**src/rtl/mux8_rr_arbiter_pkg.sv**
```systemverilog
// Shared definitions for the 8-way round-robin mux arbiter.
package mux8_rr_arbiter_pkg;

    localparam logic ST_IDLE  = 1'b0;
    localparam logic ST_GRANT = 1'b1;

    typedef enum logic {
        IDLE  = ST_IDLE,
        GRANT = ST_GRANT
    } state_t;

    localparam int NUM_REQ = 8;

    // Burst counter width; a one-word burst still needs a 1-bit counter.
    function automatic int cnt_width(input int max_burst);
        return (max_burst <= 2) ? 1 : $clog2(max_burst);
    endfunction

endpackage

```
**src/rtl/mux8_rr_arbiter_if.sv**
```systemverilog
// Requester/consumer bundle of the round-robin mux arbiter.
interface mux8_rr_arbiter_if #(
    parameter int N = 32
);
    logic [7:0]     req;
    logic [8*N-1:0] data_in;
    logic [7:0]     ack;
    logic [7:0]     gnt;
    logic [2:0]     sel;
    logic [N-1:0]   out_data;
    logic           out_valid;
    logic           out_ready;
    logic           busy;

    // Producers and the consumer side.
    modport master (
        output req, data_in, out_ready,
        input  ack, gnt, sel, out_data, out_valid, busy
    );

    // The arbiter itself.
    modport slave (
        input  req, data_in, out_ready,
        output ack, gnt, sel, out_data, out_valid, busy
    );
endinterface

```
**src/rtl/mux8_rr_arbiter_mux_8to1.sv**
```systemverilog
// Plain 8:1 word mux used as the shared datapath.
module mux_8to1 #(
    parameter int N = 32
) (
    input  logic [N-1:0] i_data [8],
    input  logic [2:0]   i_sel,
    output logic [N-1:0] o_data
);

    assign o_data = i_data[i_sel];

endmodule

```
**src/rtl/mux8_rr_arbiter.sv**
```systemverilog
// Round-robin arbiter sharing one 8:1 mux among eight requesters, with
// bursts of up to MAX_BURST words per grant.
//
// state | meaning
// IDLE  | no grant held, waiting for any request
// GRANT | r_sel owns the mux; transfers counted in r_cnt
module mux8_rr_arbiter
    import mux8_rr_arbiter_pkg::*;
#(
    parameter int N         = 32,
    parameter int MAX_BURST = 4
) (
    input  logic             clk,
    input  logic             rstb,
    mux8_rr_arbiter_if.slave bus
);

    localparam int            CW       = cnt_width(MAX_BURST);
    localparam logic [CW-1:0] CNT_LAST = CW'(MAX_BURST - 1);

    state_t        r_state, w_state_nxt;
    logic [7:0]    r_gnt, w_gnt_nxt;
    logic [2:0]    r_sel, w_sel_nxt;
    logic [2:0]    r_ptr, w_ptr_nxt;
    logic [CW-1:0] r_cnt, w_cnt_nxt;

    logic          w_req_sel;
    logic          w_out_valid;
    logic          w_xfer;
    logic          w_release;
    logic          w_found;
    logic [2:0]    w_base;
    logic [2:0]    w_win;
    logic [N-1:0]  w_slices [8];

    assign w_req_sel   = bus.req[r_sel];
    assign w_out_valid = (r_state == GRANT) && w_req_sel;
    assign w_xfer      = w_out_valid && bus.out_ready;
    assign w_release   = (r_state == GRANT) && ((w_xfer && (r_cnt == CNT_LAST)) || !w_req_sel);

    // On release the scan already starts past the releasing requester, so
    // re-arbitration happens on the same edge without a bubble.
    assign w_base = w_release ? (r_sel + 3'd1) : r_ptr;

    // Rotating priority scan: lowest offset from w_base wins, so iterate downwards.
    always_comb begin
        w_found = 1'b0;
        w_win   = w_base;
        for (int i = 7; i >= 0; i--) begin
            if (bus.req[w_base + 3'(i)]) begin
                w_found = 1'b1;
                w_win   = w_base + 3'(i);
            end
        end
    end

    // Next-state and next-grant selection.
    always_comb begin
        w_state_nxt = r_state;
        w_gnt_nxt   = r_gnt;
        w_sel_nxt   = r_sel;
        w_ptr_nxt   = r_ptr;
        w_cnt_nxt   = r_cnt;
        case (r_state)
            IDLE: begin
                if (w_found) begin
                    w_state_nxt = GRANT;
                    w_gnt_nxt   = 8'd1 << w_win;
                    w_sel_nxt   = w_win;
                    w_cnt_nxt   = '0;
                end
            end
            GRANT: begin
                if (w_release) begin
                    w_ptr_nxt = r_sel + 3'd1;
                    if (w_found) begin
                        w_gnt_nxt = 8'd1 << w_win;
                        w_sel_nxt = w_win;
                        w_cnt_nxt = '0;
                    end else begin
                        w_state_nxt = IDLE;
                        w_gnt_nxt   = 8'h00;
                    end
                end else if (w_xfer) begin
                    w_cnt_nxt = r_cnt + CW'(1);
                end
            end
            default: w_state_nxt = IDLE;
        endcase
    end

    // State and grant registers.
    always_ff @(posedge clk or negedge rstb) begin
        if (!rstb) begin
            r_state <= IDLE;
            r_gnt   <= 8'h00;
            r_sel   <= 3'd0;
            r_ptr   <= 3'd0;
            r_cnt   <= '0;
        end else begin
            r_state <= w_state_nxt;
            r_gnt   <= w_gnt_nxt;
            r_sel   <= w_sel_nxt;
            r_ptr   <= w_ptr_nxt;
            r_cnt   <= w_cnt_nxt;
        end
    end

    for (genvar g = 0; g < NUM_REQ; g++) begin : g_slice
        assign w_slices[g] = bus.data_in[g*N +: N];
    end

    mux_8to1 #(.N(N)) u_mux (
        .i_data (w_slices),
        .i_sel  (r_sel),
        .o_data (bus.out_data)
    );

    assign bus.gnt       = r_gnt;
    assign bus.sel       = r_sel;
    assign bus.busy      = (r_state == GRANT);
    assign bus.out_valid = w_out_valid;
    assign bus.ack       = w_xfer ? r_gnt : 8'h00;

endmodule

```
**src/flat_wrapper.sv**
```systemverilog
// flat-port wrapper written by rule: the top's interface ports become plain ports
module mux8_rr_arbiter_flat import mux8_rr_arbiter_pkg::*;
#(
    parameter int N         = 32,
    parameter int MAX_BURST = 4
)
  (clk, rstb, bus_req, bus_data_in, bus_out_ready, bus_ack, bus_gnt, bus_sel, bus_out_data, bus_out_valid, bus_busy);
  mux8_rr_arbiter_if #(.N(N)) bus_i ();
  input  logic clk;
  input  logic rstb;
  input wire logic [$bits(bus_i.req)-1:0] bus_req;
  input wire logic [$bits(bus_i.data_in)-1:0] bus_data_in;
  input wire logic [$bits(bus_i.out_ready)-1:0] bus_out_ready;
  output wire logic [$bits(bus_i.ack)-1:0] bus_ack;
  output wire logic [$bits(bus_i.gnt)-1:0] bus_gnt;
  output wire logic [$bits(bus_i.sel)-1:0] bus_sel;
  output wire logic [$bits(bus_i.out_data)-1:0] bus_out_data;
  output wire logic [$bits(bus_i.out_valid)-1:0] bus_out_valid;
  output wire logic [$bits(bus_i.busy)-1:0] bus_busy;
  assign bus_i.req = bus_req;
  assign bus_i.data_in = bus_data_in;
  assign bus_i.out_ready = bus_out_ready;
  assign bus_ack = bus_i.ack;
  assign bus_gnt = bus_i.gnt;
  assign bus_sel = bus_i.sel;
  assign bus_out_data = bus_i.out_data;
  assign bus_out_valid = bus_i.out_valid;
  assign bus_busy = bus_i.busy;
  mux8_rr_arbiter #(.N(N), .MAX_BURST(MAX_BURST)) u_core (.clk(clk), .rstb(rstb), .bus(bus_i));
endmodule
```
**config.mk**
```make
export PLATFORM = sky130hd
export DESIGN_NAME = mux8_rr_arbiter_flat
export DESIGN_NICKNAME = d
export VERILOG_FILES = /design/src/rtl/mux8_rr_arbiter_pkg.sv /design/src/rtl/mux8_rr_arbiter_if.sv /design/src/rtl/mux8_rr_arbiter_mux_8to1.sv /design/src/rtl/mux8_rr_arbiter.sv /design/src/flat_wrapper.sv
export SDC_FILE = /design/constraint.sdc
export NUM_CORES = 1
export LEC_CHECK = 0
export BUFFER_PORTS_ARGS = -buffer_cell sky130_fd_sc_hd__buf_2
export CAP_MARGIN = 15
export CORE_MARGIN = 4
export CORE_UTILIZATION = 30
export DETAILED_ROUTE_END_ITERATION = 10
export GPL_TIMING_DRIVEN = 0
export SLEW_MARGIN = 15
export SYNTH_ARGS = -nofsm -noshare
export SYNTH_HDL_FRONTEND = slang
export SYNTH_SLANG_ARGS = --single-unit
export TNS_END_PERCENT = 20
```
**constraint.sdc**
```tcl
create_clock -name clk -period 7.1 [get_ports clk]
set_input_delay 0.355 -clock clk [delete_from_list [all_inputs] [get_ports clk]]
set_output_delay 0.355 -clock clk [all_outputs]
set_load 0.03 [all_outputs]
```
==> results of run 1 <==
## synth_stat cells (3+ instances only)
master / number / area (um2)
mux4_2: 67 / 1510
ha_1: 4 / 50.1
o21ai_0: 7 / 35.0
mux2_2: 42 / 473
o211ai_1: 4 / 30.0
nand2b_1: 11 / 68.8
buf_1: 8 / 30.0
inv_1: 7 / 26.3
a2111oi_0: 3 / 26.3
a2bb2oi_1: 3 / 26.3
xnor2_1: 3 / 26.3
o31ai_1: 6 / 45.0
nor2b_1: 3 / 18.8
and2_1: 6 / 37.5
dfrtp_1: 17 / 425
nand2_1: 23 / 86.3
a31oi_1: 3 / 18.8
and3_1: 10 / 62.6
mux2i_1: 34 / 340
a21oi_1: 8 / 40.0
buf_2: 3 / 15.0
nor2_1: 21 / 78.8
nor3_1: 8 / 40.0
clkbuf_1: 21 / 78.8
nand3_1: 5 / 25.0
a211o_1: 4 / 35.0
## cells by family after synthesis
family | count (synthesis) | synth area share
buffers and inverters | 43 | 0.0452
adder cells (fa/ha/maj) | 4 | 0.0125
XOR/XNOR | 4 | 0.00878
flip-flops | 17 | 0.107
multiplexers | 144 | 0.586
AO/OA/AOI/OAI | 64 | 0.123
AND/OR/NAND/NOR | 93 | 0.118
## state kept, by name, summed over array words and instances (netlist names)
name	count
u_core.bus.gnt	8
u_core.bus.busy	1
u_core.bus.sel	3
u_core.r_cnt	2
u_core.r_ptr	3
## worst max-delay path, cell delays in order, from the launching register on
cell and delay [ns]:
dfrtp_1 0.57, buf_6 0.22, mux2i_1 0.08, mux4_2 0.48
buf_6 0.16, o21ai_1 0.30, mux2_2 0.45, clkinv_1 0.17
clkbuf_1 0.38, ha_1 0.21, buf_1 0.36, nand2b_1 0.20
nor3_1 0.05, a2111oi_0 0.42, nand3_1 0.44, mux2i_1 0.31
a211oi_1 0.33, o211a_1 0.35, mux2_2 0.41, a32o_1 0.25
## per-layer routing
| layer | up-vias | part of all wire |
|---|---|---|
| li1 | 2154 | - |
| met4 | 6 | 0.013 |
| met5 | - | 0.0016 |
| met1 | 2386 | 0.40 |
| met3 | 24 | 0.085 |
| met2 | 239 | 0.50 |
## power groups by stage
stage | Combinational, mW | Clock (mW) | Sequential (mW)
after detailed placement | 3.21 | 0 | 0.184
after CTS | 3.22 | 0.116 | 0.183
after global routing | 3.48 | 0.119 | 0.187
final | 3.24 | 0.116 | 0.183
after global placement | 3.18 | 0 | 0.182
after floorplan | 2.38 | 0 | 0.205
## metrics by stage
step / std cells / area (um2) / util / power (mW) / hold slack, ns
finish: 866 / 5880 / 0.459 / 3.54 / 0.0281
global route: 866 / 5880 / 0.459 / 3.78 / 0.0504
CTS: 862 / 5870 / 0.458 / 3.52 / 0.0339
detailed placement: 858 / 5790 / 0.452 / 3.39 / 0.299
global placement: 858 / 5790 / 0.452 / 3.36 / 0.293
floorplan: 369 / 3990 / - / 2.58 / 0.0594
## final cells by class
| type | count | area [um2] |
|---|---|---|
| buffer | 34 | 146 |
| tap | 172 | 215 |
| sequential | 17 | 425 |
| antenna | 4 | 10.0 |
| inverter | 9 | 33.8 |
| clock inverter | 1 | 5.00 |
| multi-input combinational | 309 | 3380 |
| timing repair buffer | 317 | 1590 |
| fill | 1315 | 6940 |
| clock buffer | 3 | 75.1 |
## worst max path at each step
stage	startpoint	endpoint	slack [ns]	cells after the start
6_report	u_core.bus.sel[0]	u_core.bus.gnt[2]	0.86	19
5_1_grt	u_core.bus.sel[2]	u_core.bus.gnt[2]	0.57	19
4_1_cts	u_core.bus.sel[2]	u_core.bus.gnt[2]	0.91	19
3_5_place_dp	u_core.bus.sel[2]	u_core.bus.gnt[6]	0.93	19
3_3_place_gp	u_core.bus.sel[2]	u_core.bus.gnt[6]	0.93	19
2_1_floorplan	u_core.bus.sel[0]	u_core.bus.gnt[2]	1.84	19
==> results by group, run 1 <==
Outcome
  • Status: finished, final reports clean

Pwr
  • Clock power share: 0.033
  • Pwr Density: 601 nW/um2
  • Leakage: 2.86 nW
  • Net Sw Frac: 0.564
  • Maximum vdd drop: 0.185 mV
  • Gate power share: 0.915
  • NetSw: 1.99 mW
  • Flop pwr share: 0.052
  • Cell internal pwr: 1.54 mW

Critical path
  • CP endpoint kind: register
  • R2R cell count: 19
  • Critical path launch point type: register
  • Kind of critical path: reg -> reg
  • Reg2reg start: u_core.bus.sel[0]
  • Internal reg-to-reg setup slack: 0.86 ns
  • Crit path max fanout: 10
  • Worst EP required: 7.24 ns
  • Reg-to-reg endpoint: u_core.bus.gnt[2]
  • CP arrival: 6.38 ns

CTS
  • Post-CTS Resized: 0
  • TritonCTS clock tree: built
  • Clk buf depth: 2
  • Clock sinks: 17
  • CTS buffer count: 3
  • Clk root buf: clkbuf_16
  • Setup Fix Bufs, Post-CTS: 0
  • Clock Pin Slew Worst Setup and Hold Paths: 0.06 ns
  • Clock Latency Late Sink: 0.25 ns
  • Hold Buf Count CTS: 0
  • H-tree levels: 1

Synthesis
  • Post-synth EDFFs: 0
  • Register area share after synthesis: 0.107
  • Yosys cell types: 56
  • Synth Instances: 369
  • Netlist Area Pre-Place: 3990 um2
  • Synth async-reset ratio: 1.00
  • Syn Area/Cell: 10.8 um2
  • FF+latch count, synth: 17
  • Post-synth net total: 640
  • Yosys Warn Count: 0
  • Most common flop cell mapped by yosys: dfrtp_1

Routing
  • Antenna Nets Post-Route: 0
  • Final WL: 19.7 mm
  • Avg Vias per Cell: 5.55
  • DRC: 0
  • Initial DRC count: 326
  • Routed WL per cell: 22.8 um
  • TritonRoute pass-1 iters: 5
  • Vias: 4,809

Layout
  • Most frequent cells in the layout: buf_2, mux4_2, mux2_2
  • Syn-to-layout area delta: 47.4%
  • Most common library cell in the layout ignoring fill and taps: buf_2
  • Fraction of layout cells with a size suffix above 1: 0.641
  • # nets final: 962

STA
  • Final setup viols: 0
  • Clock Skew: 0.00417 ns
  • Fmax: 0.160 GHz
  • Final hold violation count: 0
  • Final Worst Setup Slack: 0.858 ns
  • RSZ-0062 raised after global routing: false
  • Tcrit/Tclk final: 0.879
  • Count of pins over their slew limit: 0
  • Tmin final: 6.24 ns
  • Slew @ Worst Pin: 0.973 ns
  • Slew margin rel.: 0.352
  • Setup TNS Final: 0 ns

Floorplan
  • Rows: 41
  • Core ar.: 12,800 um2
  • Die height: 123 um
  • Initial core utilization: 0.311
  • Die ar.: 15,200 um2
  • Die W: 123 um
  • I/O pins: 320

Global routing
  • Initial antenna violation count: 7
  • Met2 usage: 0.435
  • Grt peak-use layer: met2
  • Largest net degree at the start of global routing: 18
  • All-Layer GR Usage: 0.250
  • First-pass GRT wire length: 29.0 mm
  • Met3 Use GR: 0.0581
  • Gr ovfl total: 0
  • Grt met1 use: 0.324
  • Vias in the first global route: 5,134

Placed design
  • Port Buf Inserts: 317
  • GPL Wtd Cong: 0.968
  • DP HPWL: 17.3 mm
  • Pre-CTS setup slack: 0.933 ns

Hold path
  • Worst min-delay path category: in -> async

Run
  • Max cap viols: 0
(Power assumes the default switching activity.)
==> inputs of run 2 (changes only) <==
--- a/config.mk
+++ b/config.mk
@@ -7,9 +7,9 @@
 export LEC_CHECK = 0
 export BUFFER_PORTS_ARGS = -buffer_cell sky130_fd_sc_hd__buf_2
 export CAP_MARGIN = 15
-export CORE_MARGIN = 4
-export CORE_UTILIZATION = 30
+export CORE_AREA = 4 4 122 124
 export DETAILED_ROUTE_END_ITERATION = 10
+export DIE_AREA = 0 0 126 128
 export GPL_TIMING_DRIVEN = 0
 export SLEW_MARGIN = 15
 export SYNTH_ARGS = -nofsm -noshare
==> run 2 against run 1 <==
  * Sequential share of layout area about the same
  * Largest power group unchanged
  * Clock power about the same
  * Critical path type unchanged
  * Sequential cell count unchanged
  * Hold slack got worse by 0.0011 ns
==> results by group, run 2 (synthesized netlist as in run 1, its figures left out) <==
Layout
  • Multi-input logic area: 3380 um2 (unchanged)
  • Fraction of layout cells with a size suffix above 1: 0.641 (unchanged)
  • Most frequent cells in the layout: buf_2, mux4_2, mux2_2
  • Syn-to-layout area delta: 47.7%
  • Fillcell total: 1,435 (+9.1%)
  • Most common library cell in the layout ignoring fill and taps: buf_2
  • Register area: 425 um2 (unchanged)
  • Max reg flops: 8 (unchanged)
  • # nets final: 962 (unchanged)

STA
  • Final setup viols: 0 (unchanged)
  • Slew @ Worst Pin: 0.905 ns (-0.0679 ns)
  • Final hold violation count: 0 (unchanged)
  • Clock Skew: 0.00111 ns (-0.00306 ns)
  • RSZ-0062 raised after global routing: false
  • Count of pins over their slew limit: 0 (unchanged)
  • Tmin final: 6.19 ns (-0.0555 ns)
  • Setup TNS Final: 0 ns (unchanged)
  • Hold slack: 0.0270 ns (-0.00114 ns)
  • Fmax: 0.162 GHz (+0.90%)
  • Slew margin rel.: 0.397 (+0.0452)
  • Tcrit/Tclk final: 0.871 (-0.00781)

CTS
  • CTS buffer count: 3 (unchanged)
  • H-tree levels: 1 (unchanged)
  • Setup Fix Bufs, Post-CTS: 0 (unchanged)
  • Clock Pin Slew Worst Setup and Hold Paths: 0.05 ns (about the same)
  • Clk root buf: clkbuf_16
  • Clock Latency Late Sink: 0.25 ns (about the same)
  • Post-CTS Resized: 0 (unchanged)
  • Clk buf depth: 2 (unchanged)
  • Clock sinks: 17 (unchanged)
  • TritonCTS clock tree: built
  • Hold Buf Count CTS: 0 (unchanged)

Placed design
  • GPL Wtd Cong: 0.957 (-1.1%)
  • Port Buf Inserts: 317 (unchanged)
  • DP HPWL: 19.3 mm (+12%)

Global routing
  • Initial antenna violation count: 5 (-2)
  • Vias in the first global route: 5,154 (+0.39%)
  • Gr ovfl total: 0 (unchanged)
  • Largest net degree at the start of global routing: 18 (unchanged)
  • All-Layer GR Usage: 0.254 (+0.00379)
  • First-pass GRT wire length: 31.2 mm (+7.6%)

Run
  • Max cap viols: 0 (unchanged)

Routing
  • DRC: 0 (unchanged)
  • Antenna Nets Post-Route: 0 (unchanged)
  • Avg Vias per Cell: 5.54 (-0.31%)
  • Initial DRC count: 315 (-3.4%)
  • TritonRoute pass-1 iters: 5 (unchanged)
  • Routed WL per cell: 25.1 um (+10%)
  • Final WL: 22.0 mm (+11%)
  • Vias: 4,844 (+0.73%)

Pwr
  • Flop pwr share: 0.051 (about the same)
  • Cell internal pwr: 1.54 mW (about the same)
  • Leakage: 2.86 nW (about the same)
  • Clock power share: 0.032 (about the same)
  • Maximum vdd drop: 0.252 mV (+36%)
  • Pwr Density: 605 nW/um2 (+0.63%)
  • NetSw: 2.02 mW (+1.5%)
  • Gate power share: 0.918 (+0.003)
  • Net Sw Frac: 0.568 (+0.00365)

Floorplan
  • Die ar.: 16,100 um2 (+6.0%)
  • Core ar.: 13,800 um2 (+7.4%)
  • Initial core utilization: 0.290 (-0.0214)
  • I/O pins: 320 (unchanged)
  • Die W: 126 um (+2.2%)
  • Rows: 43 (+4.9%)
  • Die height: 128 um (+3.8%)

Critical path
  • Worst EP required: 7.23 ns (about the same)
  • Crit path max fanout: 10 (unchanged)
  • Reg2reg start: u_core.bus.sel[0]
  • Worst setup path endpoint: u_core.bus.sel[1]
  • R2R cell count: 19 (unchanged)
  • CP endpoint kind: register
  • CP arrival: 6.32 ns (-0.06 ns)
  • Setup crit start: u_core.bus.sel[0]
  • Internal reg-to-reg setup slack: 0.91 ns (+0.06 ns)
  • Critical path launch point type: register
  • Reg-to-reg endpoint: u_core.bus.sel[1]
  • Kind of critical path: reg -> reg

Hold path
  • Worst min-delay path category: in -> async

Outcome
  • Status: finished, final reports clean
==> run 2: layout make-up <==
class / instances / area share
sequential: 17 / 0.0722
buffer: 34 / 0.0248
clock inverter: 1 / 0.000849
antenna: 5 / 0.00212
tap: 180 / 0.0382
clock buffer: 3 / 0.0127
inverter: 9 / 0.00573
timing repair buffer: 317 / 0.269
multi-input combinational: 309 / 0.574
==> run 2: worst min path at each step <==
stage          start                end  slack (ns)  cells past startpoint
3_3_place_gp    rstb  u_core.bus.gnt[1]        0.30                      1
6_report        rstb  u_core.bus.gnt[4]        0.03                      1
3_5_place_dp    rstb  u_core.bus.gnt[4]        0.30                      1
4_1_cts         rstb  u_core.bus.gnt[4]        0.04                      1
5_1_grt         rstb  u_core.bus.gnt[4]        0.05                      1
2_1_floorplan   rstb    u_core.bus.busy        0.06                      0
==> run 2: metal layers <==
layer	vias to the layer above	routed length (um)	global-route usage
met2	245	12100	0.481
met1	2412	7740	0.288
met5	-	0	0
met4	0	1020	0.110
li1	2152	-	-
met3	35	1100	0.0250
==> run 2: per-stage QoR <==
step	instance area [um2]	cells	worst slack, ns	utilization	total power, mW
after floorplan	3990	369	1.84	-	2.58
after global placement	5800	866	1.10	0.421	3.39
after detailed placement	5800	866	1.10	0.421	3.42
after CTS	5880	870	1.09	0.427	3.55
after global routing	5890	874	0.707	0.428	3.80
final	5890	875	0.913	0.428	3.57
==> run 2: power by group through the flow <==
| stage | registers, mW | logic (mW) | clock network, mW |
|---|---|---|---|
| 2_1_floorplan | 0.205 | 2.38 | 0 |
| 4_1_cts | 0.180 | 3.26 | 0.114 |
| 6_report | 0.181 | 3.27 | 0.113 |
| 3_3_place_gp | 0.181 | 3.21 | 0 |
| 3_5_place_dp | 0.181 | 3.24 | 0 |
| 5_1_grt | 0.185 | 3.49 | 0.120 |
==> run 2: critical path, cell delays in order, from the launching register on <==
cell and delay [ns]:
dfrtp_1 0.53, buf_6 0.20, mux2i_1 0.07, mux4_2 0.48, buf_6 0.16, o21ai_1 0.29, mux2_2 0.47, clkinv_1 0.18
clkbuf_1 0.39, ha_1 0.22, buf_1 0.34, nand2b_1 0.19, nor3_1 0.06, a2111oi_0 0.46, nand3_1 0.43, mux2i_1 0.51
mux2i_1 0.25, a2bb2oi_1 0.33, o31ai_4 0.19, mux2_2 0.31
==> inputs of run 3 (changes only) <==
--- a/config.mk
+++ b/config.mk
@@ -11,6 +11,7 @@
 export DETAILED_ROUTE_END_ITERATION = 10
 export DIE_AREA = 0 0 126 128
 export GPL_TIMING_DRIVEN = 0
+export HOLD_SLACK_MARGIN = 0.08
 export SLEW_MARGIN = 15
 export SYNTH_ARGS = -nofsm -noshare
 export SYNTH_HDL_FRONTEND = slang
==> run 3 against run 2 <==
  * First-iteration DRC count decreased by 2.9%
  * Final cell count increased by 0.23%
  * Utilization increased by 0.091 points
  * Critical endpoint unchanged
  * Largest power group unchanged
==> results by group, run 3 (synthesized netlist as in run 1, its figures left out) <==
CTS
  • Clk buf depth: 2 (unchanged)
  • Setup Fix Bufs, Post-CTS: 0 (unchanged)
  • Clk root buf: clkbuf_16
  • Clock Pin Slew Worst Setup and Hold Paths: 0.05 ns (about the same)
  • CTS buffer count: 3 (unchanged)
  • Post-CTS Resized: 0 (unchanged)
  • H-tree levels: 1 (unchanged)
  • TritonCTS clock tree: built
  • Clock sinks: 17 (unchanged)
  • Clock Latency Late Sink: 0.25 ns (about the same)
  • Hold Buf Count CTS: 1 (+1)

Placed design
  • Port Buf Inserts: 317 (unchanged)
  • DP HPWL: 19.3 mm (unchanged)
  • GPL Wtd Cong: 0.957 (unchanged)
  • Cell Area, Placed: 5800 um2 (unchanged)

STA
  • Final setup viols: 0 (unchanged)
  • Tmin final: 6.17 ns (-0.0129 ns)
  • Slew @ Worst Pin: 0.925 ns (+0.0202 ns)
  • Tcrit/Tclk final: 0.870 (-0.00182)
  • Hold slack: 0.501 ns (+0.474 ns)
  • Setup TNS Final: 0 ns (unchanged)
  • RSZ-0062 raised after global routing: false
  • Clock Skew: 0.00118 ns (+0.0000655 ns)
  • Fmax: 0.162 GHz (+0.21%)
  • Count of pins over their slew limit: 0 (unchanged)
  • Final hold violation count: 0 (unchanged)
  • Slew margin rel.: 0.383 (-0.0135)

Floorplan
  • Rows: 43 (unchanged)
  • Die ar.: 16,100 um2 (unchanged)
  • I/O pins: 320 (unchanged)
  • Die height: 128 um (unchanged)
  • Die W: 126 um (unchanged)
  • Core ar.: 13,800 um2 (unchanged)
  • Initial core utilization: 0.290 (unchanged)

Pwr
  • Pwr Density: 604 nW/um2 (-0.23%)
  • Leakage: 2.86 nW (+0.15%)
  • Maximum vdd drop: 0.252 mV (-0.18%)

Global routing
  • Initial antenna violation count: 5 (unchanged)
  • Vias in the first global route: 5,163 (+0.17%)
  • First-pass GRT wire length: 31.3 mm (+0.27%)
  • Largest net degree at the start of global routing: 18 (unchanged)
  • Gr ovfl total: 0 (unchanged)
  • All-Layer GR Usage: 0.255 (+0.000706)

Layout
  • Most common library cell in the layout ignoring fill and taps: buf_2
  • Fillcell total: 1,437 (+0.14%)
  • Most frequent cells in the layout: buf_2, mux4_2, mux2_2
  • Max reg flops: 8 (unchanged)
  • Syn-to-layout area delta: 48.0%
  • # nets final: 963 (+0.10%)
  • Fin util: 0.429 (+0.000909)
  • Fin area: 5910 um2 (+0.21%)
  • Fraction of layout cells with a size suffix above 1: 0.640 (-0.000927)

Routing
  • Final WL: 21.9 mm (about the same)
  • Routed WL per cell: 25.0 um (-0.28%)
  • Antenna Nets Post-Route: 0 (unchanged)
  • Vias: 4,851 (+0.14%)
  • Avg Vias per Cell: 5.53 (about the same)
  • Initial DRC count: 306 (-2.9%)
  • DRC: 0 (unchanged)
  • TritonRoute pass-1 iters: 5 (unchanged)

Critical path
  • CP arrival: 6.31 ns (about the same)
  • Kind of critical path: reg -> reg
  • Worst EP required: 7.23 ns (about the same)
  • Setup crit start: u_core.bus.sel[0]
  • Crit path max fanout: 10 (unchanged)
  • CP endpoint kind: register
  • Reg2reg start: u_core.bus.sel[0]
  • Critical path launch point type: register

Hold path
  • Hold Path Origin: u_core.bus.gnt[5]
  • Worst min-delay path category: reg -> reg

Outcome
  • Status: finished, final reports clean

Run
  • Max cap viols: 0 (unchanged)
==> run 3: changes by cell type in the layout (fill, tap and decap cells not counted), sizes merged <==
cell         delta
diode           +1
dlygate4sd3     +1
==> run 3: worst max-delay path: stages (launching register included) <==
cell and delay [ns]:
dfrtp_1 0.53, buf_6 0.20, mux2i_1 0.07, mux4_2 0.48
buf_6 0.16, o21ai_1 0.28, mux2_2 0.46, clkinv_1 0.18
clkbuf_1 0.39, ha_1 0.22, buf_1 0.34, nand2b_1 0.19
nor3_1 0.06, a2111oi_0 0.44, nand3_1 0.43, mux2i_1 0.51
mux2i_1 0.26, a2bb2oi_1 0.32, o31ai_4 0.19, mux2_2 0.31
==> run 3: metrics by stage <==
stage	instances	power (mW)	setup WS, ns
6_report	877	3.57	0.926
5_1_grt	875	3.80	0.707
4_1_cts	871	3.55	1.09
3_5_place_dp	866	3.42	1.10
3_3_place_gp	866	3.39	1.10
2_1_floorplan	369	2.58	1.84
==> run 3: final timing paths <==
path	end	slack (ns)	depth (start not counted)
min in group asynchronous	u_core.bus.gnt[6]	0.60	2
min	u_core.bus.gnt[5]	0.50	2
max in group asynchronous	u_core.r_ptr[2]	6.22	2
min reg2reg	u_core.bus.gnt[5]	0.50	2
max reg2reg	u_core.bus.sel[1]	0.93	19
max	u_core.bus.sel[1]	0.93	19
==> run 3: final cells by class <==
type	instances	area [um2]	area share
multi-input cells	309	3380	0.573
flip-flops and latches	17	425	0.0720
diodes	6	15.0	0.00254
clock inverters	1	5.00	0.000847
repair buffers	318	1600	0.270
plain buffers	34	146	0.0248
well taps	180	225	0.0381
clock buffers	3	75.1	0.0127
inverters	9	33.8	0.00572
==> run 3: routing by layer <==
metal	share of wire	global-route usage
met1	0.36	0.289
met2	0.55	0.483
met3	0.047	0.0250
met4	0.049	0.110
met5	0	0
==> run 3: where the power goes <==
part	switching [mW]	total, mW	internal (mW)
logic	1.94	3.27	1.33
registers	0.0420	0.181	0.139
clock network	0.0387	0.114	0.0754
total	2.02	3.57	1.54
